===== src/rtl/example_logic.sv =====
// Three-input glue function y = (~b & ~c) | (a & ~b) with a registered copy,
// a minterm coverage mask and a saturating rising-edge counter on y_q.
module example_logic #(
  parameter int unsigned CNT_W = 8
) (
  input  logic             clk,
  input  logic             reset,
  input  logic             a,
  input  logic             b,
  input  logic             c,
  output logic             y,
  output logic             y_q,
  output logic [7:0]       seen,
  output logic [CNT_W-1:0] rise_cnt
);

  always_comb begin
    y = (~b & ~c) | (a & ~b);
  end

  always_ff @(posedge clk) begin
    if (reset) begin
      y_q      <= 1'b0;
      seen     <= '0;
      rise_cnt <= '0;
    end else begin
      y_q           <= y;
      seen[{a,b,c}] <= 1'b1;
      // edge is old y_q low and new y high; hold at all-ones instead of wrapping
      if (!y_q && y && (rise_cnt != '1))
        rise_cnt <= rise_cnt + CNT_W'(1);
    end
  end

endmodule


===== config.mk =====
export PLATFORM = sky130hd
export DESIGN_NAME = example_logic
export DESIGN_NICKNAME = d
export VERILOG_FILES = /design/src/rtl/example_logic.sv
export SDC_FILE = /design/constraint.sdc
export NUM_CORES = 1
export LEC_CHECK = 0
export BUFFER_PORTS_ARGS = -buffer_cell sky130_fd_sc_hd__buf_2
export CORE_AREA = 2 2 43 45
export DETAILED_ROUTE_END_ITERATION = 10
export DIE_AREA = 0 0 45 47
export PLACE_DENSITY = 0.7
export SLEW_MARGIN = 15
export SYNTH_ARGS = -nofsm -noshare
export SYNTH_HDL_FRONTEND = slang
export SYNTH_SLANG_ARGS = --single-unit

===== constraint.sdc =====
create_clock -name clk -period 2.35 [get_ports clk]
set_clock_uncertainty 0.15 [all_clocks]
set_input_delay 0.47 -clock clk [delete_from_list [all_inputs] [get_ports clk]]
set_output_delay 0.47 -clock clk [all_outputs]
set_load 0.005 [all_outputs]

# ---- Word-level counts from Yosys, hierarchy flattened
# Cells that the tools add are included.
dict set report word_totals {
  wordCells 19
  register_bits 17
  in_bits 5
}
dict set report classes {
  reduce_logical 4
  n_bitwise 6
  mux 2
  n_eq_ne 1
  order_cmp 2
  n_addsub 1
}
# cell count
set ops {}
lappend ops {{8-bit by 1-bit adder with 8-bit output (second input constant)} 1}
lappend ops {{8-bit != test (second input constant)} 1}
lappend ops {{8-bit OR} 1}
lappend ops {{3-bit by 4-bit < comparator with 1-bit output (second input constant)} 1}
lappend ops {{1-bit demux with 3-bit select} 1}
lappend ops {{3-bit by 1-bit greater-or-equal comparator with 1-bit output (second input constant)} 1}
lappend ops {{1-bit logical AND} 3}
lappend ops {{1-bit bitwise AND} 2}
lappend ops {{1-bit inverter} 2}
lappend ops {{1-bit logical NOT} 1}
lappend ops {{1-bit two-way mux} 1}
lappend ops {{1-bit OR} 1}

# ---- Longest topological paths before layout
dict set report depth {
  depth_word 5
  depth_mapped 5
  mapped_depth_nobuf 4
}

# ---- Worst setup path after synthesis
# Ideal clock, no wire load.
dict set report synth_timing {
  path_type {input to register}
  start {input port b}
  end {register rise_cnt[4]}
  path_stages 4
  arrival_time_ns 1.643
  t_required_ns 2.129
  path_slack_ns 0.486
  setup_time_ns 0.071
  path_cell_list {buf_2 > or3_4 > or4_1 > a21oi_1}
}
dict set report synth_via {
  elab_chain_len 5
}
# item line
set synth_rtl {}
lappend synth_rtl {{from (decl)} 9} ;# input logic b,
lappend synth_rtl {{1-bit inverter *} 18} ;# y = (~b & ~c) | (a & ~b);
lappend synth_rtl {{1-bit bitwise AND} 18}
lappend synth_rtl {{1-bit OR *} 18}
lappend synth_rtl {{1-bit logical AND * (2 in series)} 30} ;# if (!y_q && y && (rise_cnt != '1))
lappend synth_rtl {{to (signal assigned)} 31} ;# rise_cnt <= rise_cnt + CNT_W'(1);
lappend synth_rtl {{to (decl)} 14} ;# output logic [CNT_W-1:0] rise_cnt
# Every way passes the cells marked *; elsewhere a longest branch is shown, timed or not.
# A chain may end at the register's enable or synchronous reset.

# ---- Worst setup path after layout
dict set report layout_timing {
  start {input port c}
  end {register rise_cnt[4]}
}
dict set report layout_via {
  elab_chain_len 5
}
# item line
set layout_rtl {}
lappend layout_rtl {{from (decl)} 10} ;# input logic c,
lappend layout_rtl {{1-bit inverter} 18}
lappend layout_rtl {{1-bit bitwise AND} 18}
lappend layout_rtl {{1-bit OR} 18}
lappend layout_rtl {{1-bit logical AND (2 in series)} 30}
# No other way between the ends.

==> qor.yml <==
crit_path_end_kind: "flop"
status: "completed"
grtUsageTotal_pct: 16.5
power_mw: 0.518
io_pins: 23
relSlewSlack_pct: 77.3
cp_data_required_time_ns: 2.42
reg2reg_depth: 4
drive_gt1_share_pct: 26.9
power_density_nw_per_um2: 599
synth.distinct_cells: 26
final_cell_mix: "buf_2 (22), dfxtp_1 (17), nor2_1 (12), a31oi_1 (10)"
synth_seq_area_share_pct: 47.3
dr.pass1.iters: 4
rsz0062_at_grt: "false"
setup_viol: 0
cts_buffer_depth: 2
ir_worst_vdd_mv: 0.299
dieArea_um2: 2120
r2r_slack_ns: 0.70
cp_data_arrival_time_ns: 1.78
hold_path_class: "flop to flop"
cts-root-buf: "clkbuf_4"
drv_slew: 0
hold_buffers: 0
finalHoldViolCount: 0
grt_pass1_vias: 588
syn-instance-count: 82
finalNonFillerCells: 121
slowest_delay_ns: 0.50
crit_chain: "buf_2 > nor2b_2 > or3_4 > or4_1 > a21oi_1"
min_delay_worst_endpoint: "seen[3]"
clock-sinks: 17
initial_core_util_pct: 43.6
htree_levels: 1
tightest_slew_ns: 0.338
hold_depth: 2
fmax_ghz: 0.586
area_delta_synth_final_pct: 20.2
drtIter0Drc: 13
regToRegEndpoint: "rise_cnt[4]"
syn_area_um2: 719
fin_util_pct: 52.3
crit_path_max_fanout: 7
drc_errors: 0
grt_antenna_before_repair: 0
num_rows: 15
antenna_left: 0
layout_setup_ws_ns: 0.645
ys_seq_elements: 17
dp_slack_ns: 0.338
cap_violations: 0
grt_pass1_wl_mm: 2.52
cts_tree: "yes"
wirelength_mm: 1.54
cts_resized: 0
critical_path_class: "primary input to flop"
die_w_um: 45
min_period_ns: 1.71
slowest_stage: "or4_1"
fin_nets: 111
rr_startpoint: "rise_cnt[0]"
routed_via_density: 5.69
clk_pin_slew_ns: 0.09
n_antenna_cell: 0
synth_nets: 88
gr-total-overflow: 0
tns_ns: 0
p_leak_nw: 0.389
place_hpwl_mm: 1.12
cts_setup_buffers: 0
hold_path_startpoint: "seen[3]"
coreArea_um2: 1650
portBuffers: 22
postSynthAreaPerCell_um2: 8.77
timing.final.crit_share_pct: 72.6
wl_per_cell_um: 12.7
ys_warn_count: 0
dp_cells: 117
mostFrequentLayoutCell: "buf_2"
gp_congestion: 0.741
grt_max_degree: 21
tritoncts.num_buffers: 3
die_h_um: 47
dr_total_vias: 689
startpoint_type: "primary input"
clk_latency_ns: 0.29
per-layer routing:
| layer | share of wire (%) | vias to the layer above | global-route usage, % |
|---|---|---|---|
| met5 | 0 | - | 0 |
| met4 | 1.4 | 0 | 7.06 |
| met3 | 5.5 | 3 | 4.62 |
| met2 | 46 | 19 | 26.0 |
| met1 | 47 | 321 | 21.4 |
| li1 | - | 346 | - |
worst max-delay path by stage:
stage	cells past startpoint	end	from	slack, ns
2_1_floorplan	4	rise_cnt[4]	b	0.49
3_3_place_gp	5	rise_cnt[0]	c	0.37
5_1_grt	4	rise_cnt[4]	rise_cnt[0]	0.59
3_5_place_dp	5	rise_cnt[0]	c	0.34
4_1_cts	5	rise_cnt[4]	c	0.65
6_report	5	rise_cnt[4]	c	0.64
where the power goes:
group	switching (mW)	internal (mW)
sequential	0.00844	0.299
combinational	0.0296	0.0241
clock	0.0905	0.0660
kinds of logic (layout without fill, tap and decap cells):
| logic type | count (synthesis) | count (layout) | synth area share, % |
|---|---|---|---|
| AOI/OAI and AO/OA | 20 | 20 | 17.9 |
| adders and majority gates | 1 | 1 | 1.74 |
| DFF | 17 | 17 | 47.3 |
| buffers and inverters | 8 | 30 | 4.35 |
| muxes | 3 | 3 | 4.52 |
| and+or+nand+nor | 33 | 33 | 24.2 |
worst max-delay path, delay by kind of cell:
| family | cells | cell delay [ns] |
|---|---|---|
| buffers and inverters | 1 | 0.12 |
| AO/OA/AOI/OAI | 1 | 0.15 |
| AND/OR/NAND/NOR | 3 | 1.05 |
metrics by stage:
stage	hold slack [ns]	area [um^2]
6_report	0.320	865
5_1_grt	0.306	865
4_1_cts	0.308	865
3_5_place_dp	0.300	838
3_3_place_gp	0.299	838
2_1_floorplan	0.310	719
cells in the mapped netlist, drive strengths merged:
master / n / area, um^2
nor3: 5 / 25.0
mux2: 2 / 22.5
a211oi: 1 / 7.51
inv: 3 / 11.3
nand2b: 2 / 12.5
a311oi: 2 / 17.5
a21oi: 5 / 25.0
o31ai: 1 / 7.51
nor2: 12 / 45.0
nand2: 2 / 7.51
and3: 2 / 12.5
buf: 2 / 8.75
ha: 1 / 12.5
nor4bb: 1 / 10.0
or3: 1 / 11.3
or4: 1 / 7.51
mux2i: 1 / 10.0
nor4: 1 / 6.26
nand3: 3 / 15.0
dfxtp: 17 / 340
clkbuf: 3 / 11.3
a31oi: 10 / 62.6
nor2b: 3 / 21.3
a41oi: 1 / 8.76
cell type report:
cell class / instances / area, um^2
multi-input cells: 57 / 348
fillers: 167 / 787
clock buffers: 4 / 26.3
flip-flops and latches: 17 / 340
repair buffers: 23 / 118
well taps: 17 / 21.3
inverters: 3 / 11.3
sequential cells by signal, summed over array words and instances, names as in the netlist:
signal    count
rise_cnt      8
seen          8
y_q           1
Power figures use the tool's default switching activity.
